==> src/rtl/pc_fetch_pkg.sv <==
// Shared types and constants for the fetch controller and its instruction queue.
package pc_fetch_pkg;

  localparam logic [31:0] RESET_PC_DEFAULT = 32'hBFC0_0000;
  localparam logic [31:0] WORD_BYTES       = 32'd4;

  typedef enum logic [1:0] {
    IDLE = 2'd0,
    REQ  = 2'd1,
    WAIT = 2'd2,
    DROP = 2'd3
  } fetch_state_e;

  typedef struct packed {
    logic [31:0] pc;
    logic [31:0] inst;
  } fetch_entry_t;

endpackage

==> src/rtl/pc_fetch_ctrl_fetch_queue.sv <==
// Synchronous FIFO of fetched {pc, inst} entries with a flush-style clear.
module fetch_queue
  import pc_fetch_pkg::*;
#(
  parameter int unsigned DEPTH = 2
) (
  input  logic                       clk,
  input  logic                       rst,
  input  logic                       clear,
  input  logic                       push,
  input  logic                       pop,
  input  fetch_entry_t               din,
  output fetch_entry_t               dout,
  output logic                       full,
  output logic                       empty,
  output logic [$clog2(DEPTH):0]     count
);

  localparam int unsigned AW = $clog2(DEPTH);

  fetch_entry_t  mem [DEPTH];
  logic [AW-1:0] rd_ptr;
  logic [AW-1:0] wr_ptr;
  logic          do_push;
  logic          do_pop;

  assign empty   = (count == '0);
  assign full    = (count == (AW+1)'(DEPTH));
  assign do_pop  = pop && !empty;
  // A full queue still accepts a push when the head leaves in the same cycle.
  assign do_push = push && (!full || do_pop);
  assign dout    = mem[rd_ptr];

  always_ff @(posedge clk) begin
    if (rst || clear) begin
      rd_ptr <= '0;
      wr_ptr <= '0;
      count  <= '0;
    end else begin
      if (do_push) begin
        mem[wr_ptr] <= din;
        wr_ptr      <= wr_ptr + 1'b1;
      end
      if (do_pop) begin
        rd_ptr <= rd_ptr + 1'b1;
      end
      case ({do_push, do_pop})
        2'b10:   count <= count + 1'b1;
        2'b01:   count <= count - 1'b1;
        default: ;
      endcase
    end
  end

endmodule

==> src/rtl/pc_fetch_ctrl.sv <==
// PC owner and single-outstanding instruction fetcher with redirect flush.
// Define PC_FETCH_PERF_EN to add the perf_redirects / perf_stall_cycles counters.
module pc_fetch_ctrl
  import pc_fetch_pkg::*;
#(
  parameter logic [31:0] RESET_PC = RESET_PC_DEFAULT,
  parameter int unsigned QDEPTH   = 2
) (
  input  logic        clk,
  input  logic        rst,
  input  logic        branch_state,
  input  logic [31:0] final_target,
  output logic        imem_req,
  output logic [31:0] imem_addr,
  input  logic        imem_ack,
  input  logic        imem_rvalid,
  input  logic [31:0] imem_rdata,
  output logic        if_valid,
  output logic [31:0] if_pc,
  output logic [31:0] if_pc_4,
  output logic [31:0] if_inst,
  input  logic        if_ready,
  output logic        flush_out
`ifdef PC_FETCH_PERF_EN
  ,
  output logic [31:0] perf_redirects,
  output logic [31:0] perf_stall_cycles
`endif
);

  localparam int unsigned CW = $clog2(QDEPTH) + 1;
  localparam logic [CW-1:0] QFULL = CW'(QDEPTH);

  fetch_state_e  state, state_next;
  logic [31:0]   pc, pc_next;
  logic [31:0]   addr;
  logic [31:0]   target;
  logic          squash, squash_next;
  logic          q_push, q_pop, q_full, q_empty;
  logic [CW-1:0] q_count;
  logic [CW-1:0] count_after;
  fetch_entry_t  q_din, q_dout;

  assign target      = final_target & ~32'h3;
  assign q_pop       = if_valid && if_ready;
  assign count_after = q_count + CW'(1) - CW'(q_pop);
  assign q_din       = '{pc: addr, inst: imem_rdata};

  assign imem_req  = (state == REQ);
  assign imem_addr = addr;
  assign if_valid  = !q_empty;
  assign if_pc     = q_dout.pc;
  assign if_pc_4   = q_dout.pc + WORD_BYTES;
  assign if_inst   = q_dout.inst;

  always_comb begin
    state_next  = state;
    pc_next     = pc;
    squash_next = squash;
    q_push      = 1'b0;
    unique case (state)
      IDLE: begin
        if (branch_state) begin
          pc_next    = target;
          state_next = REQ;
        end else if (!q_full) begin
          state_next = REQ;
        end
      end
      // A redirect without ack keeps the old address up; squash marks its response as dead.
      REQ: begin
        if (imem_ack) begin
          state_next  = (squash || branch_state) ? DROP : WAIT;
          squash_next = 1'b0;
          if (branch_state)  pc_next = target;
          else if (!squash)  pc_next = pc + WORD_BYTES;
        end else if (branch_state) begin
          pc_next     = target;
          squash_next = 1'b1;
        end
      end
      WAIT: begin
        if (branch_state) begin
          pc_next    = target;
          state_next = imem_rvalid ? REQ : DROP;
        end else if (imem_rvalid) begin
          q_push     = 1'b1;
          state_next = (count_after < QFULL) ? REQ : IDLE;
        end
      end
      DROP: begin
        if (branch_state) pc_next = target;
        if (imem_rvalid)  state_next = REQ;
      end
    endcase
  end

  always_ff @(posedge clk) begin
    if (rst) begin
      state     <= IDLE;
      pc        <= RESET_PC;
      addr      <= RESET_PC;
      squash    <= 1'b0;
      flush_out <= 1'b0;
    end else begin
      state     <= state_next;
      pc        <= pc_next;
      squash    <= squash_next;
      flush_out <= branch_state;
      // addr is the in-flight request address; it only moves when a new request starts.
      if (state_next == REQ && state != REQ) addr <= pc_next;
    end
  end

  fetch_queue #(.DEPTH(QDEPTH)) u_queue (
    .clk   (clk),
    .rst   (rst),
    .clear (branch_state),
    .push  (q_push),
    .pop   (q_pop),
    .din   (q_din),
    .dout  (q_dout),
    .full  (q_full),
    .empty (q_empty),
    .count (q_count)
  );

`ifdef PC_FETCH_PERF_EN
  always_ff @(posedge clk) begin
    if (rst) begin
      perf_redirects    <= '0;
      perf_stall_cycles <= '0;
    end else begin
      if (branch_state && perf_redirects != '1)
        perf_redirects <= perf_redirects + 1'b1;
      if (if_valid && !if_ready && perf_stall_cycles != '1)
        perf_stall_cycles <= perf_stall_cycles + 1'b1;
    end
  end
`endif

endmodule

==> config.mk <==
export PLATFORM = sky130hd
export DESIGN_NAME = pc_fetch_ctrl
export DESIGN_NICKNAME = d
export VERILOG_FILES = /design/src/rtl/pc_fetch_pkg.sv /design/src/rtl/pc_fetch_ctrl_fetch_queue.sv /design/src/rtl/pc_fetch_ctrl.sv
export SDC_FILE = /design/constraint.sdc
export NUM_CORES = 1
export LEC_CHECK = 0
export CORE_MARGIN = 2
export CORE_UTILIZATION = 44
export DETAILED_ROUTE_END_ITERATION = 8
export DONT_BUFFER_PORTS = 1
export PLACE_DENSITY = 0.59
export SLEW_MARGIN = 5
export SYNTH_ARGS = -nofsm -noshare
export SYNTH_HDL_FRONTEND = slang
export SYNTH_HIERARCHICAL = 1
export SYNTH_SLANG_ARGS = --single-unit
==> constraint.sdc <==
create_clock -name clk -period 10.05 [get_ports clk]
set_clock_uncertainty 0.1 [all_clocks]
set_input_delay 2.01 -clock clk [delete_from_list [all_inputs] [get_ports clk]]
set_output_delay 2.01 -clock clk [all_outputs]
set_load 0.005 [all_outputs]
==> results.json, run 1 <==
{
  "grt_max_degree": 65,
  "h-tree-depth": 1,
  "synthToLayoutAreaGrowth_pct": 9.89,
  "setup_tns_ns": 0,
  "port_buffers": 0,
  "setup_slack_ns": 4.16,
  "clockBufferDepth": 3,
  "regArea_sq_mm": 0.00531,
  "final_antenna_net_count": 0,
  "firstDrtPassIters": 4,
  "grt_usage_pct": 18.0,
  "placement_rows": 51,
  "cts.sinks": 201,
  "synthAdderAreaFrac_pct": 0.290,
  "clock-root-buffer": "clkbuf_16",
  "crit_type": "reg -> out",
  "fin_crit_sh_pct": 58.6,
  "synth_edf_count": 128,
  "avgSynthCellArea_sq_um": 13.0,
  "synth_top_family_by_area": "multiplexers",
  "rsz0062_at_grt": "no",
  "cp_max_fo": 64,
  "synth_nets": 735,
  "antenna_found_initial": 4,
  "dieArea_sq_mm": 0.0207,
  "worstHoldStart": "pc[30]",
  "gp_congestion": 0.823,
  "core_sq_mm": 0.0193,
  "power.density_cell_area_mw_per_mm2": 184,
  "endpoint_kind": "primary output",
  "fin_cells": 941,
  "wl_per_cell_microns": 20.8,
  "hold_buffers": 0,
  "place_area_sq_mm": 0.00878,
  "num_vias": 5302,
  "cts_tree": "built",
  "yosysWarnings": 6,
  "crit_buf_inv": 1,
  "critical_path_required_ns": 7.94,
  "slew_violations": 0,
  "hpwl_microns": 13100,
  "maxCapViolations": 0,
  "place_ws_ns": 4.57,
  "min_period_ns": 5.89,
  "postCtsSetupRepairBufs": 0,
  "syn_area_sq_mm": 0.00862,
  "drive_above_1_share_pct": 19.6,
  "start_util_pct": 44.6,
  "clock_latency_ns": 0.50,
  "worstReg2RegStart": "u_queue/count[1]",
  "n_fill_cell": 1694,
  "cts.repair.resized": 0,
  "synth_mux_area_share_pct": 12.9,
  "grt_pass1_vias": 5134,
  "pin_count": 201,
  "power_uw": 1740,
  "clk_pin_slew_worst_paths_ns": 0.06,
  "status": "finished clean",
  "rrSetupSlack_ns": 7.10,
  "viasPerCell": 5.63,
  "yosysUniqueCellTypes": 54,
  "fin_area_sq_mm": 0.00947,
  "numCtsBuffers": 22,
  "die_w_microns": 144,
  "hold_path.class": "reg -> reg",
  "drt-total-wl_microns": 19600,
  "nets": 728,
  "cp_data_arrival_time_ns": 3.78,
  "cp_slowest_stage_delay_ns": 0.77,
  "fp.dieH_microns": 144,
  "hold_viol": 0,
  "ir_drop_v": 0.000103,
  "startpoint_type": "register",
  "syn_inst": 663,
  "p_leak_uw": 0.00316,
  "grt_overflow": 0,
  "ys_ff_latch": 201,
  "drc": 0,
  "synth_compound_area_share_pct": 7.90,
  "synth-simple-area-share_pct": 11.2,
  "multi_input_area_sq_mm": 0.00307,
  "setup_viol": 0,
  "drt_iter0_drc": 358,
  "critical-path-top-delay-family": "simple AND/OR/NAND/NOR gates",
  "crit_slowest_cell": "nor4b_2",
  "seq_area_frac_synth_pct": 61.5,
  "fmax_ghz": 0.170,
  "ys_async_sr_fraction_pct": 0,
  "tightest_slew_ns": 1.06,
  "synth_top_flop_cell": "edfxtp_1",
  "crit_chain": "buf_4 -> mux2_2 -> ha_1 -> nand2_1 -> nor2_1 -> nor4b_2 -> nand4_1 -> xnor2_1",
  "synth-xor-area-share_pct": 3.25,
  "grt_pass1_wl_microns": 28800,
  "dpl.cell_count": 897,
  "slew_headroom_pct": 29.1
}
==> final cells by class <==
class	count	share of cell area [%]
flip-flops and latches	201	56.0
multi-input cells	418	32.4
clock buffers	29	6.42
well taps	265	3.50
clock inverters	11	0.819
repair buffers	5	0.396
inverters	8	0.317
diodes	4	0.106
==> sequential cells by signal, indices dropped and copies added, names as in the netlist, named ones only <==
name	count
u_queue/mem	128
imem_addr	32
pc	32
state	2
u_queue/count	2
flush_out	1
squash	1
u_queue/rd_ptr	1
u_queue/wr_ptr	1
==> cell usage in the layout (no fill, tap or decap), types with 6 or more instances in the layout <==
master / netlist / final
and2_1: 10 / 10
nand3_1: 28 / 28
nand4_1: 10 / 10
edfxtp_1: 128 / 128
nor2b_1: 7 / 7
nor2_1: 20 / 20
nor3_1: 19 / 19
xnor2_1: 22 / 22
mux2_2: 83 / 83
a21oi_1: 40 / 40
and3_1: 18 / 18
inv_1: 7 / 7
clkbuf_16: 0 / 23
nand2_1: 30 / 30
dfxtp_1: 73 / 72
clkinv_1: 1 / 6
a211oi_1: 17 / 17
and4_1: 8 / 8
o22ai_1: 6 / 6
xor2_1: 10 / 10
mux2i_1: 16 / 16
o21ai_0: 27 / 27
==> routing by layer <==
layer / track usage [%] / vias up / wire length [microns]
li1: - / 2500 / -
met1: 22.1 / 2589 / 7990
met2: 29.3 / 178 / 9150
met3: 6.66 / 33 / 2020
met4: 5.83 / 2 / 417
met5: 0 / - / 7
==> report_power, final <==
part           total [uW]  leakage (uW)  internal, uW  switching [uW]
registers             923       0.00175           898            24.8
logic                63.1       0.00108          28.7            34.3
clock network         758      0.000331           450             308
==> worst paths after layout <==
| kind | end | cells past startpoint |
|---|---|---|
| max | if_pc_4[28] | 8 |
| min | pc[30] | 1 |
| max reg2reg | imem_addr[14] | 6 |
| min reg2reg | pc[30] | 1 |
==> cell usage after synthesis (all sizes together), types with 3 or more instances <==
cell type,instances,area [sq um]
dfxtp,73,1460
mux2i,16,160
edfxtp,128,3840
nor2,20,75.1
xnor2,22,193
inv,7,26.3
or2,3,18.8
nand3,28,140
nand4,10,62.6
nor2b,7,43.8
xor2,10,87.6
nor3,19,95.1
clkbuf,16,61.3
buf,20,159
nor4,3,33.8
and2,10,62.6
nand2,30,113
nand2b,3,18.8
a311oi,5,43.8
a211oi,17,128
a31oi,4,25.0
o21ai,29,149
a21oi,42,218
and3,19,120
o22ai,6,37.5
a21o,4,30.0
and4,8,70.1
mux2,84,950
==> kinds of logic (layout without fill, tap and decap cells) <==
kind of cell	Yosys count	count (layout)
flip-flops	201	201
AND/OR/NAND/NOR	171	171
AO/OA/AOI/OAI	113	113
buffers and inverters	44	53
multiplexers	100	100
XOR/XNOR	32	32
other	0	4
adder cells (fa/ha/maj)	2	2
==> metrics by stage <==
stage               util, %  hold slack (ns)
finish                 49.0            0.406
floorplan                 -            0.358
detailed placement     45.4            0.400
CTS                    48.9            0.407
global route           48.9            0.430
global placement       45.4            0.374
==> worst register-to-register path: stages (launching register included) <==
cell	delay (ns)
dfxtp_1	0.47
nor2_1	0.10
nor2b_1	0.39
o21ai_0	0.25
a21oi_2	0.74
nor2_1	0.48
a211oi_1	0.32
No activity file was read; power rests on OpenSTA's default activity.
==> run 2, diff against run 1 <==
--- a/config.mk
+++ b/config.mk
@@ -9,7 +9,7 @@
 export CORE_UTILIZATION = 44
 export DETAILED_ROUTE_END_ITERATION = 8
 export DONT_BUFFER_PORTS = 1
-export PLACE_DENSITY = 0.59
+export PLACE_DENSITY = 0.57
 export SLEW_MARGIN = 5
 export SYNTH_ARGS = -nofsm -noshare
 export SYNTH_HDL_FRONTEND = slang
==> constraint.sdc (replaced) <==
create_clock -name clk -period 6.1 [get_ports clk]
set_clock_uncertainty 0.1 [all_clocks]
set_input_delay 1.22 -clock clk [delete_from_list [all_inputs] [get_ports clk]]
set_output_delay 1.22 -clock clk [all_outputs]
set_load 0.005 [all_outputs]
==> run 2 against run 1 <==
Sequential power is 65% higher. Cell count is 0.21% lower. Non-clock buffer count decreased by 1. Critical path type unchanged.
==> results.json, run 2 (same netlist as run 1, synthesis figures left out) <==
{
  "status": "finished clean",
  "p_comb_share_pct": 3.6,
  "cp_data_arrival_time_ns": 3.72,
  "fin_area_sq_mm": 0.00949,
  "antenna_found_initial": 2,
  "crit_type": "reg -> out",
  "maxCapViolations": 0,
  "crit_chain": "mux2_2 -> ha_1 -> nand2_1 -> nor2_1 -> nor4b_2 -> nand4_1 -> xnor2_1",
  "power.density_cell_area_mw_per_mm2": 306,
  "clock-root-buffer": "clkbuf_16",
  "tightest_slew_ns": 1.10,
  "placement_rows": 51,
  "top_register": "u_queue/mem",
  "grt_overflow": 0,
  "worst_hold_slack_ns": 0.411,
  "die_w_microns": 144,
  "setup_viol": 0,
  "wl_per_cell_microns": 21.0,
  "clock_latency_ns": 0.49,
  "hold_viol": 0,
  "pin_count": 201,
  "slew_violations": 0,
  "postCtsSetupRepairBufs": 0,
  "grt_pass1_vias": 5021,
  "fmax_ghz": 0.198,
  "startpoint_type": "register",
  "cts_tree": "built",
  "dieArea_sq_mm": 0.0207,
  "core_sq_mm": 0.0193,
  "dpl.cell_count": 896,
  "slew_headroom_pct": 26.6,
  "swShare_pct": 21.0,
  "start_util_pct": 44.6,
  "cts.repair.resized": 0,
  "fin_cells": 939,
  "cp_max_fo": 38,
  "power_uw": 2910,
  "fin_crit_sh_pct": 82.6,
  "grt_pass1_wl_microns": 29300,
  "drt_iter0_drc": 322,
  "hold_path.class": "reg -> reg",
  "grt_max_degree": 65,
  "clk_pin_slew_worst_paths_ns": 0.06,
  "firstDrtPassIters": 7,
  "p_leak_uw": 0.00318,
  "port_buffers": 0,
  "p_int_uw": 2300,
  "min_period_ns": 5.04,
  "clockBufferDepth": 3,
  "drc": 0,
  "ir_drop_v": 0.000172,
  "p_switching_uw": 610,
  "drt-total-wl_microns": 19700,
  "hold_buffers": 0,
  "numCtsBuffers": 22,
  "viasPerCell": 5.65,
  "power_frac_clock_pct": 44.1,
  "largest_reg_flops": 128,
  "layout_common_cells": "edfxtp_1 (128), mux2_2 (83), dfxtp_1 (72)",
  "rsz0062_at_grt": "no",
  "endpoint_kind": "primary output",
  "place_area_sq_mm": 0.00878,
  "power.share.sequential_pct": 52.3,
  "mostFrequentLayoutCell": "edfxtp_1",
  "drive_above_1_share_pct": 20.1,
  "hpwl_microns": 13400,
  "cts.sinks": 201,
  "gp_congestion": 0.837,
  "critical_path_required_ns": 4.78,
  "cp_slowest_stage_delay_ns": 0.94,
  "fp.dieH_microns": 144,
  "h-tree-depth": 1,
  "nets": 727,
  "synthToLayoutAreaGrowth_pct": 10.1,
  "num_vias": 5310,
  "final_antenna_net_count": 0,
  "crit_slowest_cell": "dfxtp_2",
  "grt_usage_pct": 18.2,
  "setup_tns_ns": 0
}
## run 2: path summary, 6_finish.rpt
| path | from | endpoint | slack (ns) | cells past startpoint |
|---|---|---|---|---|
| worst max-delay path | register | if_pc_4[26] | 1.06 | 7 |
| worst min-delay path | pc[30] | pc[30] | 0.41 | 1 |
| worst max register to register | u_queue/count[1] | u_queue/mem[0][5] | 3.04 | 5 |
| worst min register to register | pc[30] | pc[30] | 0.41 | 1 |
## run 2: area by class of cell
type,count,area [sq um]
antenna,3,7.51
clock buffer,26,587
clock inverter,14,119
fill,1695,9840
inverter,8,30.0
multi-input combinational,418,3080
sequential,201,5310
tap,265,332
timing repair buffer,4,30.0
## run 2: critical path: cells and delay by family, from the launching register on
kind / cells / cell delay [ns]
XOR/XNOR: 1 / 0.24
adder cells (fa/ha/maj): 1 / 0.24
AND/OR/NAND/NOR: 4 / 1.39
multiplexers: 1 / 0.39
flip-flops: 1 / 0.94
## run 2: routing by layer
metal / part of all wire (%) / GRT usage [%] / vias up
met1: 41 / 23.0 / 2583
li1: - / - / 2487
met3: 9.4 / 5.76 / 36
met4: 2.6 / 5.99 / 2
met5: 0.066 / 0 / -
met2: 47 / 29.8 / 202
## run 2: power groups by stage
stage	logic (uW)	clock network, uW	registers [uW]
floorplan	91.5	0	1530
global placement	100	0	1550
detailed placement	104	0	1550
CTS	105	1320	1520
global route	116	1370	1520
finish	105	1280	1520
## run 2: stage by stage
stage	utilization (%)	setup slack, ns
floorplan	-	0.241
global placement	45.4	1.56
detailed placement	45.4	1.44
CTS	49.0	0.907
global route	49.0	0.730
finish	49.1	1.06
==> run 3, diff against run 2 <==
--- a/config.mk
+++ b/config.mk
@@ -9,7 +9,7 @@
 export CORE_UTILIZATION = 44
 export DETAILED_ROUTE_END_ITERATION = 8
 export DONT_BUFFER_PORTS = 1
-export PLACE_DENSITY = 0.57
+export PLACE_DENSITY = 0.59
 export SLEW_MARGIN = 5
 export SYNTH_ARGS = -nofsm -noshare
 export SYNTH_HDL_FRONTEND = slang
==> constraint.sdc (replaced) <==
create_clock -name clk -period 4.1 [get_ports clk]
set_clock_uncertainty 0.1 [all_clocks]
set_input_delay 0.82 -clock clk [delete_from_list [all_inputs] [get_ports clk]]
set_output_delay 0.82 -clock clk [all_outputs]
set_load 0.005 [all_outputs]
==> run 3 against run 2 <==
Cell count rose by 0.96%. Die area did not move. Register-to-register slack got worse by 1.5 ns. Largest power group unchanged.
==> results.json, run 3 (same netlist as run 1, synthesis figures left out) <==
{
  "clock-root-buffer": "clkbuf_16",
  "port_buffers": 0,
  "status": "finished clean",
  "p_comb_share_pct": 3.7,
  "critical_path_required_ns": 3.18,
  "h-tree-depth": 1,
  "swShare_pct": 21.1,
  "clock_latency_ns": 0.50,
  "start_util_pct": 44.6,
  "drt_iter0_drc": 368,
  "p_switching_uw": 912,
  "clockBufferDepth": 3,
  "met3_length_microns": 1960,
  "cts_tree": "built",
  "min_to": "state[1]",
  "drc": 0,
  "slew_headroom_pct": 40.0,
  "place_area_sq_mm": 0.00886,
  "top_register": "u_queue/mem",
  "grt_usage_pct": 18.4,
  "endpoint_kind": "primary output",
  "final_core_utilization_pct": 49.6,
  "tightest_slew_ns": 0.891,
  "core_sq_mm": 0.0193,
  "final_antenna_net_count": 0,
  "largest_reg_flops": 128,
  "place_ws_ns": 0.737,
  "mostFrequentLayoutCell": "edfxtp_1",
  "crit_type": "reg -> out",
  "nets": 737,
  "cts.repair.resized": 0,
  "clk_pin_slew_worst_paths_ns": 0.05,
  "n_fill_cell": 1650,
  "maxCapViolations": 0,
  "hpwl_microns": 13700,
  "viasPerCell": 5.66,
  "wl_per_cell_microns": 20.9,
  "grt_max_degree": 51,
  "antenna_found_initial": 5,
  "min_period_ns": 3.80,
  "cts.sinks": 201,
  "r2r-end": "pc[21]",
  "hold_viol": 0,
  "grt_pass1_vias": 5272,
  "rsz0062_at_grt": "no",
  "p_int_uw": 3420,
  "numCtsBuffers": 22,
  "hold_path.class": "in -> reg",
  "drt-total-wl_microns": 19800,
  "p_leak_uw": 0.00323,
  "power_uw": 4330,
  "crit_chain": "buf_4 -> mux2_2 -> nand2_1 -> nor4_4 -> nand3_1 -> xnor2_1",
  "grt_overflow": 0,
  "ir_drop_v": 0.000202,
  "postCtsSetupRepairBufs": 0,
  "power.density_cell_area_mw_per_mm2": 452,
  "power_frac_clock_pct": 44.1,
  "num_vias": 5361,
  "worstHoldStart": "rst",
  "fp.dieH_microns": 144,
  "rrSetupSlack_ns": 1.54,
  "grt_pass1_wl_microns": 29800,
  "crit_slowest_cell": "nor4_4",
  "rr_worst_depth": 5,
  "routed.top_layer": "met5",
  "setup_viol": 0,
  "gp_congestion": 0.791,
  "hold_buffers": 0,
  "placement_rows": 51,
  "drive_above_1_share_pct": 21.3,
  "cp_data_arrival_time_ns": 2.88,
  "wl_met2_microns": 9390,
  "worstHoldPathCells": 1,
  "fin_crit_sh_pct": 92.6,
  "cp_slowest_stage_delay_ns": 0.61,
  "synthToLayoutAreaGrowth_pct": 11.2,
  "worstReg2RegStart": "state[0]",
  "pin_count": 201,
  "startpoint_type": "register",
  "layout_common_cells": "edfxtp_1 (128), mux2_2 (83), dfxtp_1 (72)",
  "cp_max_fo": 26,
  "die_w_microns": 144,
  "firstDrtPassIters": 4,
  "setup_slack_ns": 0.302,
  "slew_violations": 0,
  "setup_tns_ns": 0,
  "fmax_ghz": 0.263,
  "power.share.sequential_pct": 52.2,
  "dieArea_sq_mm": 0.0207,
  "fin_area_sq_mm": 0.00958,
  "wl_met1_microns": 8020
}
==> run 3: worst max-delay path: cells and delay by family (launching register included) <==
kind / cells / cell delay (ns)
DFF: 1 / 0.51
xor gates and xnor gates: 1 / 0.23
muxes: 1 / 0.31
and+or+nand+nor: 3 / 0.93
buffers and inverters: 1 / 0.40
==> run 3: layout make-up <==
type                            instances  area [sq um]  share of cell area (%)
Multi-Input combinational cell        418          3080                    32.1
Inverter                                8          30.0                   0.313
Sequential cell                       201          5310                    55.4
Clock buffer                           29           629                    6.57
Antenna cell                            3          7.51                  0.0783
Clock inverter                         10          82.6                   0.862
Timing Repair Buffer                   14           118                    1.23
Tap cell                              265           332                    3.46
==> run 3: worst max-delay path by stage <==
| stage | start | to | slack (ns) |
|---|---|---|---|
| detailed placement | register | if_pc_4[31] | 0.74 |
| global route | register | if_pc_4[19] | 0.06 |
| floorplan | branch_state | u_queue/mem[1][0] | 0.14 |
| CTS | register | if_pc_4[31] | 0.21 |
| finish | register | if_pc_4[31] | 0.30 |
| global placement | register | if_pc_4[25] | 0.78 |
==> run 3: stage by stage <==
stage,std cells,hold WS [ns]
2_1_floorplan,663,0.358
3_3_place_gp,906,0.373
3_5_place_dp,906,0.396
4_1_cts,945,0.271
5_1_grt,945,0.267
6_report,948,0.295
==> run 3: power groups by stage <==
| stage | combinational, uW | sequential [uW] | clock, uW |
|---|---|---|---|
| final | 159 | 2260 | 1910 |
| after global routing | 177 | 2270 | 2050 |
| after CTS | 158 | 2260 | 1960 |
| after detailed placement | 158 | 2300 | 0 |
| after global placement | 152 | 2300 | 0 |
| after floorplan | 136 | 2280 | 0 |
==> run 3: metal layers <==
metal  up-vias  GRT usage (%)
li1       2508              -
met1      2639           22.2
met2       171           30.7
met3        39           7.03
met4         4           5.31
met5         -              0
